File: config.mk
export PLATFORM = sky130hd
export DESIGN_NAME = pc_gen
export DESIGN_NICKNAME = d
export VERILOG_FILES = /design/src/rtl/pc_gen_pkg.sv /design/src/rtl/pc_redirect_arb.sv /design/src/rtl/pc_gen.sv
export SDC_FILE = /design/constraint.sdc
export NUM_CORES = 1
export LEC_CHECK = 0
export ABC_AREA = 1
export BUFFER_PORTS_ARGS = -buffer_cell sky130_fd_sc_hd__buf_4
export CAP_MARGIN = 20
export CELL_PAD_IN_SITES_DETAIL_PLACEMENT = 0
export CELL_PAD_IN_SITES_GLOBAL_PLACEMENT = 1
export CORE_ASPECT_RATIO = 1.4
export CORE_MARGIN = 2
export CORE_UTILIZATION = 23
export DETAILED_ROUTE_END_ITERATION = 10
export HOLD_SLACK_MARGIN = 0.05
export MAX_ROUTING_LAYER = met4
export PLACE_DENSITY = 0.52
export REMOVE_ABC_BUFFERS = 1
export SYNTH_ARGS = -nofsm -noshare
export SYNTH_HDL_FRONTEND = slang
export SYNTH_SLANG_ARGS = --single-unit
File: constraint.sdc
create_clock -name clk -period 3.2 [get_ports clk]
set_clock_uncertainty 0.2 [all_clocks]
set_input_delay 0.16 -clock clk [delete_from_list [all_inputs] [get_ports clk]]
set_output_delay 0.16 -clock clk [all_outputs]
set_load 0.03 [all_outputs]
File: src/rtl/pc_gen_pkg.sv
// pc_gen_pkg: shared step encodings, redirect channel indices and defaults for the fetch PC generator.
package pc_gen_pkg;
  localparam int STEP_WIDTH = 2;
  localparam logic [31:0] START_PC_DEFAULT = 32'h0000_0000;
  localparam int REDIR_BRANCH = 0;
  localparam int REDIR_EXCP = 1;
  typedef enum logic [STEP_WIDTH-1:0] {
    STEP_PLUS_2 = 2'b00,
    STEP_PLUS_4 = 2'b01,
    STEP_PLUS_6 = 2'b10,
    STEP_PLUS_8 = 2'b11
  } step_code_e;
  function automatic logic [3:0] step_bytes(input logic [STEP_WIDTH-1:0] code);
    return {1'b0, code, 1'b0} + 4'd2;
  endfunction
endpackage

File: src/rtl/pc_redirect_arb.sv
// pc_redirect_arb: fixed-priority redirect arbiter; the lowest set channel index wins.
module pc_redirect_arb #(
  parameter int ADDR_WIDTH = 32,
  parameter int NUM_REDIRECT = 2,
  parameter int IDX_W = 1
) (
  input  logic [NUM_REDIRECT-1:0]            redirect_valid,
  input  logic [NUM_REDIRECT*ADDR_WIDTH-1:0] redirect_pc,
  output logic                               win_valid,
  output logic [IDX_W-1:0]                   win_idx,
  output logic [ADDR_WIDTH-1:0]              win_pc
);
  // Scan from the lowest priority up so the last hit is the highest-priority channel.
  always_comb begin
    win_valid = |redirect_valid;
    win_idx = '0;
    win_pc = '0;
    for (int i = NUM_REDIRECT - 1; i >= 0; i--) begin
      if (redirect_valid[i]) begin
        win_idx = IDX_W'(i);
        win_pc = redirect_pc[i*ADDR_WIDTH +: ADDR_WIDTH];
      end
    end
  end
endmodule

File: src/rtl/pc_gen.sv
// pc_gen: registered fetch PC with prioritised redirects, stall-pending capture and length-based advance.
module pc_gen #(
  parameter int ADDR_WIDTH = 32,
  parameter int NUM_REDIRECT = 2,
  parameter logic [ADDR_WIDTH-1:0] START_PC = ADDR_WIDTH'(pc_gen_pkg::START_PC_DEFAULT),
  parameter int STEP_WIDTH = pc_gen_pkg::STEP_WIDTH
) (
  input  logic                               clk,
  input  logic                               rst,
  input  logic                               stall,
  input  logic                               fetch_ready,
  output logic                               pc_valid,
  output logic [ADDR_WIDTH-1:0]              pc_out,
  input  logic                               step_valid,
  input  logic [STEP_WIDTH-1:0]              step_code,
  input  logic [NUM_REDIRECT-1:0]            redirect_valid,
  input  logic [NUM_REDIRECT*ADDR_WIDTH-1:0] redirect_pc,
  output logic                               redirect_taken,
  output logic                               redirect_misalign
);
  import pc_gen_pkg::*;
  localparam int IDX_W = NUM_REDIRECT > 1 ? $clog2(NUM_REDIRECT) : 1;
  logic                  win_valid;
  logic [IDX_W-1:0]      win_idx;
  logic [ADDR_WIDTH-1:0] win_pc;
  logic                  pc_valid_q, taken_q, misalign_q;
  logic [ADDR_WIDTH-1:0] pc_q, pc_d;
  logic                  pend_v_q, pend_v_d;
  logic [IDX_W-1:0]      pend_idx_q, pend_idx_d;
  logic [ADDR_WIDTH-1:0] pend_pc_q, pend_pc_d;
  logic                  advance, load, use_pend, capture, step_en;
  logic [ADDR_WIDTH-1:0] load_pc;

  pc_redirect_arb #(
    .ADDR_WIDTH(ADDR_WIDTH),
    .NUM_REDIRECT(NUM_REDIRECT),
    .IDX_W(IDX_W)
  ) u_arb (
    .redirect_valid(redirect_valid),
    .redirect_pc(redirect_pc),
    .win_valid(win_valid),
    .win_idx(win_idx),
    .win_pc(win_pc)
  );

  assign advance = pc_valid_q & ~stall;
  assign load = advance & (win_valid | pend_v_q);
  // A held redirect only beats a live one of strictly lower priority.
  assign use_pend = pend_v_q & (~win_valid | (pend_idx_q < win_idx));
  assign load_pc = use_pend ? pend_pc_q : win_pc;
  assign capture = stall & win_valid & (~pend_v_q | (win_idx <= pend_idx_q));
  assign step_en = advance & fetch_ready & step_valid;

  always_comb begin
    pc_d = load ? {load_pc[ADDR_WIDTH-1:1], 1'b0}
         : step_en ? pc_q + ADDR_WIDTH'(step_bytes(step_code)) : pc_q;
    pend_v_d = load ? 1'b0 : capture ? 1'b1 : pend_v_q;
    pend_idx_d = capture ? win_idx : pend_idx_q;
    pend_pc_d = capture ? win_pc : pend_pc_q;
  end

  always_ff @(posedge clk) begin
    if (rst) begin
      pc_q <= START_PC;
      pc_valid_q <= 1'b0;
      taken_q <= 1'b0;
      misalign_q <= 1'b0;
      pend_v_q <= 1'b0;
      pend_idx_q <= '0;
      pend_pc_q <= '0;
    end else begin
      pc_q <= pc_d;
      pc_valid_q <= 1'b1;
      taken_q <= load;
      misalign_q <= load & load_pc[0];
      pend_v_q <= pend_v_d;
      pend_idx_q <= pend_idx_d;
      pend_pc_q <= pend_pc_d;
    end
  end

  assign pc_out = pc_q;
  assign pc_valid = pc_valid_q;
  assign redirect_taken = taken_q;
  assign redirect_misalign = misalign_q;
endmodule

==> run_results.csv, run 1 <==
group,metric,value,unit
outcome,status,"finished, final reports clean",
die,io_pins,108,
timing,worst_slack,0.8126,ns
power,internal-power,1.722,mW
logic_synthesis,syn_area,4265,sq um
global_route,grt_overflow,0,
clock_tree,numCtsBuffers,9,
placed_design,post-dp-hpwl,11530,microns
die,initial_core_util,0.2360,
clock_tree,clock-root-buffer,"clkbuf_16",
route,dr.pass1.iters,5,
die,die_area,19670,sq um
logic_synthesis,yosysTopAreaCell,"dfxtp_1",
power,sw_frac_of_total,0.2865,
route,vias,4832,
clock_tree,clock_latency,0.34,ns
timing,fmax,0.4189,GHz
logic_synthesis,yosysWarnings,0,
placed_design,gp_congestion,0.8505,
logic_synthesis,synthCells,685,
logic_synthesis,syn_avg_cell_area,6.227,sq um
worst_setup_path,cp_num_buf_inv,3,
cells_and_area,fill_cells,1997,
die,chipWidth,119.1,microns
logic_synthesis,synth-edff-count,0,
worst_setup_path,path_cells,"inv_1 -> ha_1 -> inv_1 -> ha_1 -> fa_1 -> nand2_1 -> nor2_1 -> nand2_1 -> nor2_4 -> nand3_1 -> nand3_1 -> nand3_1 -> nand2_1 -> inv_1",
logic_synthesis,ys.flop_type,"dfxtp_1",
timing,maxSlewViolCount,0,
logic_synthesis,synth_top_cell_area_share,0.3192,
timing,rsz0062_at_grt,"no",
power,power_frac_seq,0.394,
clock_tree,cts.clk_slew.worst_paths,0.06,ns
cells_and_area,area_growth,43.68,%
cells_and_area,diodes,0,
clock_tree,clock_path_buffers,2,
clock_tree,cts_resized,0,
placed_design,numPortBuffers,106,
worst_setup_path,critPathKind,"reg -> reg",
power,total_leakage_power,2.681,nW
run,maxCapViolations,0,
power,irDropWorstVdd,0.0001907,V
logic_synthesis,yosysSeqAreaShare,0.3192,
route,dr.first_iter.drc_count,249,
worst_setup_path,critical-path-top-delay-family,"simple AND/OR/NAND/NOR gates",
timing,setup_viol_count_final,0,
timing,tns,0,ns
worst_setup_path,crit_arrival,2.43,ns
route,finalWirelength,15870,microns
worst_setup_path,critPathCaptureType,"flop",
cells_and_area,mostFrequentLayoutCells,"nand2_1 (195), buf_4 (112), nor2_1 (87), dfxtp_1 (68), dlygate4sd3_1 (63)",
timing,final_hold_viol_count,0,
power,switching_power,0.6916,mW
logic_synthesis,ys_async_sr_fraction,0,
route,avgViaCountPerCell,4.453,
global_route,grt_max_degree,37,
timing,fin_crit_sh,0.7461,
timing,slew_headroom,0.6578,
worst_hold_path,worstHoldPathType,"in -> reg",
route,wl_per_cell,14.62,microns
logic_synthesis,yosys-top-cells-area,"dfxtp_1 (32%), nand2_1 (17%), nor2_1 (7.7%)",
die,rows,58,
route,drc_errors,0,
clock_tree,tritoncts,"built",
clock_tree,clock_sinks,68,
worst_setup_path,crit_slowest_cell,"dfxtp_1",
die,coreArea,18070,sq um
route,ant_nets,0,
placed_design,place_ws,0.7826,ns
worst_setup_path,cpPeakStageDelay,0.33,ns
global_route,grt_pass1_vias,4946,
worst_setup_path,start_kind,"flop",
clock_tree,htree_levels,3,
worst_setup_path,worstPathRequired,3.24,ns
cells_and_area,layout_commonest_cell,"nand2_1",
logic_synthesis,ys_ff_latch,68,
die,fp.dieH,165.1,microns
power,share_comb_of_total_power,0.204,
power,p_per_area,393.9,nW/um^2
logic_synthesis,ys_types,38,
power,clock_power_share,0.402,
timing,tightest_slew,0.5126,ns
global_route,grt_first_pass_wirelength,25760,microns
global_route,antenna_found_initial,0,
worst_setup_path,critPathMaxFanout,7,
cells_and_area,fin_nets,918,
cells_and_area,drive_gt1_frac,0.1811,
global_route,grt_use_total,0.1739,
timing,finalCriticalPeriod,2.387,ns
## routing by layer
layer  vias to the layer above  GRT usage  wire length [microns]
met5                         -          -                      0
met3                         5    0.02576                    449
met1                      2221     0.1958                   6808
met2                        72     0.3224                   8454
li1                       2534          -                      -
met4                         0    0.04329                    153
## logic make-up (layout without fill, tap and decap cells)
kind of cell,after synthesis,in the layout,share of synthesized area
other,1,1,0.0008792
AO/OA/AOI/OAI,147,147,0.1962
adder cells (fa/ha/maj),5,5,0.01643
flip-flops,68,68,0.3192
buffers and inverters,103,263,0.1123
AND/OR/NAND/NOR,361,361,0.3549
## area by class of cell
class,instances,area [sq um],area share
multi-input cells,514,2425,0.3957
repair buffers,176,1491,0.2434
flip-flops and latches,68,1361,0.2221
well taps,240,300.3,0.04900
clock buffers,15,277.8,0.04532
inverters,71,267.8,0.04369
clock inverters,1,5.005,0.0008167
## state kept, by name, summed over array words and instances, names as in the netlist
| register | flops |
|---|---|
| pend_pc_q | 32 |
| pc_out | 31 |
| pc_valid | 1 |
| pend_idx_q | 1 |
| pend_v_q | 1 |
| redirect_misalign | 1 |
| redirect_taken | 1 |
## per-stage QoR
stage	hold WS [ns]	total power [mW]	area, sq um	instances	utilization
final	0.05985	2.414	6128	1085	0.3392
after global routing	0.08398	2.557	6128	1085	0.3392
after CTS	0.05508	2.462	6128	1085	0.3392
after detailed placement	0.2274	1.397	5215	1006	0.2886
after global placement	0.2157	1.390	5215	1006	0.2886
after floorplan	0.02907	1.185	4054	653	-
## power groups by stage
stage	registers [mW]	logic (mW)	clock network [mW]
2_1_floorplan	0.994	0.191	0
3_3_place_gp	0.969	0.420	0
3_5_place_dp	0.970	0.427	0
4_1_cts	0.952	0.500	1.01
5_1_grt	0.960	0.551	1.05
6_report	0.951	0.492	0.971
## worst register-to-register path: cells and delay by family (launching register included)
kind	cells	cell delay, ns
adder cells (fa/ha/maj)	3	0.56
AND/OR/NAND/NOR	8	1.05
buffers and inverters	3	0.14
flip-flops	1	0.33
## Yosys cell counts, types with 3 or more instances
master and number:
nand2_1 195, nand3b_1 4, o21ai_0 43, buf_6 7, a21oi_1 46, or2_2 5, o21ai_1 13, nor2_2 4
inv_1 60, buf_4 7, a21boi_0 8, o211ai_1 3, nand3_1 55, inv_2 8, a31oi_1 17, nand2_2 4
o22ai_1 3, buf_2 9, ha_1 4, nor2_1 87, clkbuf_1 8, a22oi_1 8, dfxtp_1 68
## final timing paths
kind / slack [ns] / start / depth (start not counted) / endpoint
worst max-delay path: 0.81 / pc_out[1]$_SDFFE_PP0P_ / 14 / pc_out[18]$_SDFFE_PP0P_
worst max register to register: 0.81 / pc_out[1]$_SDFFE_PP0P_ / 14 / pc_out[18]$_SDFFE_PP0P_
worst min register to register: 0.25 / pend_pc_q[2]$_SDFFE_PP0P_ / 2 / pend_pc_q[2]$_SDFFE_PP0P_
worst min-delay path: 0.06 / redirect_pc[3] / 5 / pc_out[3]$_SDFFE_PP0P_
## what timing repair did
item,CTS,global route
hold buffers,63,0
hold endpoints to repair,56,0
buffers inserted,0,0
endpoints found under the setup margin,0,0
(Power assumes the default switching activity.)
==> inputs of run 2 (changes only) <==
Settings changed: PLACE_DENSITY 0.52 to 0.54.
Clock period 3.2 ns to 2.11 ns, I/O delays scaled along.
==> run 2 against run 1 <==
  * Non-clock buffer count up 42
  * Highest routed layer unchanged
  * Clock power up 59%
  * Via count up 5.2%
  * Sequential power up 51%
  * Sequential share of layout area down 1.8 points
  * Die area unchanged
  * Power up 59%
  * Register-to-register slack worse by 0.79 ns
  * Flip-flop and latch count unchanged
  * Critical endpoint is now pc_out[20]$_SDFFE_PP0P_
  * Largest cell class unchanged
  * Combinational power up 75%
  * Core utilization up 3.0 points
  * Cell count up 3.7%
==> run_results.csv, run 2 (synthesis results as in run 1) <==
group,metric,value,unit
timing,final_hold_viol_count,0,
timing,setup_viol_count_final,0,
timing,rsz0062_at_grt,"yes",
power,total_leakage_power,2.923,nW
cells_and_area,layout_commonest_cell,"nand2_1",
cells_and_area,top_register,"pend_pc_q",
timing,fmax,0.4787,GHz
timing,maxSlewViolCount,0,
worst_setup_path,critical-path-top-delay-family,"adder cells",
worst_setup_path,critPathKind,"reg -> reg",
cells_and_area,area.sequential,1364,sq um
route,avgViaCountPerCell,4.519,
route,dr.first_iter.drc_count,145,
global_route,grt_max_degree,59,
cells_and_area,drive_gt1_frac,0.2384,
clock_tree,clock_latency,0.34,ns
worst_hold_path,worstHoldPathType,"in -> reg",
worst_setup_path,critPathCaptureType,"flop",
placed_design,gp_congestion,0.8872,
cells_and_area,area_growth,56.26,%
placed_design,post-dp-hpwl,12150,microns
outcome,status,"finished, final reports clean",
cells_and_area,multi_input_area,2532,sq um
route,dr.pass1.iters,5,
route,finalWirelength,17240,microns
route,drc_errors,0,
die,die_area,19670,sq um
timing,tns,0,ns
worst_setup_path,cp_num_buf_inv,1,
die,fp.dieH,165.1,microns
worst_setup_path,crit_slowest_cell,"dfxtp_2",
worst_setup_path,path_common_cell,"ha_4",
timing,fin_crit_sh,0.9901,
cells_and_area,fin_nets,960,
global_route,antenna_found_initial,0,
die,initial_core_util,0.2360,
clock_tree,cts.clk_slew.worst_paths,0.06,ns
cells_and_area,largest_reg_flops,32,
worst_setup_path,path_cells,"ha_4 -> ha_4 -> fa_2 -> nand2_2 -> nor2_4 -> nand3b_1 -> buf_4 -> o21ai_1 -> nand3_1 -> a21oi_1",
power,irDropWorstVdd,0.0003555,V
run,maxCapViolations,0,
global_route,grt_pass1_vias,5064,
route,vias,5084,
die,coreArea,18070,sq um
power,p_per_area,576.8,nW/um^2
cells_and_area,fin_area,6665,sq um
clock_tree,numCtsBuffers,9,
clock_tree,htree_levels,3,
route,ant_nets,0,
cells_and_area,fill_cells,1944,
worst_setup_path,cpPeakStageDelay,0.33,ns
die,chipWidth,119.1,microns
worst_setup_path,critPathMaxFanout,4,
clock_tree,tritoncts,"built",
worst_setup_path,start_kind,"flop",
route,wl_per_cell,15.33,microns
cells_and_area,mostFrequentLayoutCells,"nand2_1 (192), buf_4 (140), nor2_1 (81), dlygate4sd3_1 (72), dfxtp_1 (66)",
cells_and_area,diodes,0,
worst_setup_path,worstPathRequired,2.18,ns
clock_tree,clock_path_buffers,2,
global_route,grt_use_total,0.1783,
placed_design,place_area,5443,sq um
placed_design,numPortBuffers,106,
worst_setup_path,crit_arrival,2.16,ns
global_route,grt_overflow,0,
die,rows,58,
clock_tree,clock-root-buffer,"clkbuf_16",
die,io_pins,108,
clock_tree,clock_sinks,68,
timing,finalCriticalPeriod,2.089,ns
global_route,grt_first_pass_wirelength,26320,microns
-- run 2: worst min-delay path, delay by kind of cell --
kind | cells | cell delay, ns
and+or+nand+nor | 4 | 0.27
buffers and inverters | 2 | 0.12
AOI/OAI and AO/OA | 1 | 0.08
-- run 2: repair_timing --
action	in CTS	in global routing
hold endpoints to repair	66	0
hold buffers	73	0
setup endpoints to repair	13	17
resized for setup	18	18
buffers inserted	0	3
pin swaps	9	16
gates cloned	0	2
-- run 2: power by group --
part	total [mW]	leakage [nW]	switching, mW	internal [mW]
combinational	0.863	2.22	0.442	0.421
clock	1.54	0.145	0.579	0.965
sequential	1.44	0.559	0.0673	1.37
total	3.84	2.92	1.09	2.76
-- run 2: layout make-up --
cell class | instances | area share
Clock inverter | 2 | 0.005256
Inverter | 71 | 0.04130
Multi-Input combinational cell | 514 | 0.3800
Clock buffer | 12 | 0.03848
Tap cell | 240 | 0.04505
Sequential cell | 68 | 0.2046
Timing Repair Buffer | 218 | 0.2853
-- run 2: path summary, 6_finish.rpt --
| check | from | to | slack, ns | cells after the start |
|---|---|---|---|---|
| worst min-delay path | redirect_pc[18] | pc_out[18]$_SDFFE_PP0P_ | 0.05 | 7 |
| worst max register to register | pc_out[2]$_SDFFE_PP0P_ | pc_out[20]$_SDFFE_PP0P_ | 0.02 | 10 |
| worst min register to register | pend_pc_q[2]$_SDFFE_PP0P_ | pend_pc_q[2]$_SDFFE_PP0P_ | 0.25 | 2 |
| worst max-delay path | pc_out[2]$_SDFFE_PP0P_ | pc_out[20]$_SDFFE_PP0P_ | 0.02 | 10 |
-- run 2: stage by stage --
step | instances | util | hold WS (ns) | power (mW) | worst slack [ns]
after global placement | 1033 | 0.3012 | 0.1619 | 2.148 | -0.2799
after floorplan | 653 | - | -0.02543 | 1.797 | -0.2115
final | 1125 | 0.3689 | 0.04627 | 3.844 | 0.02097
after CTS | 1120 | 0.3618 | 0.05104 | 3.865 | -0.01522
after detailed placement | 1033 | 0.3012 | 0.1672 | 2.157 | -0.2975
after global routing | 1125 | 0.3689 | 0.09239 | 4.037 | -0.1080
-- run 2: layer usage --
metal | wire (microns) | vias to the layer above | GRT usage
li1 | - | 2618 | -
met1 | 7359 | 2356 | 0.1973
met2 | 9029 | 92 | 0.3297
met3 | 500 | 18 | 0.02301
met4 | 351 | 0 | 0.06061
met5 | 0 | - | -
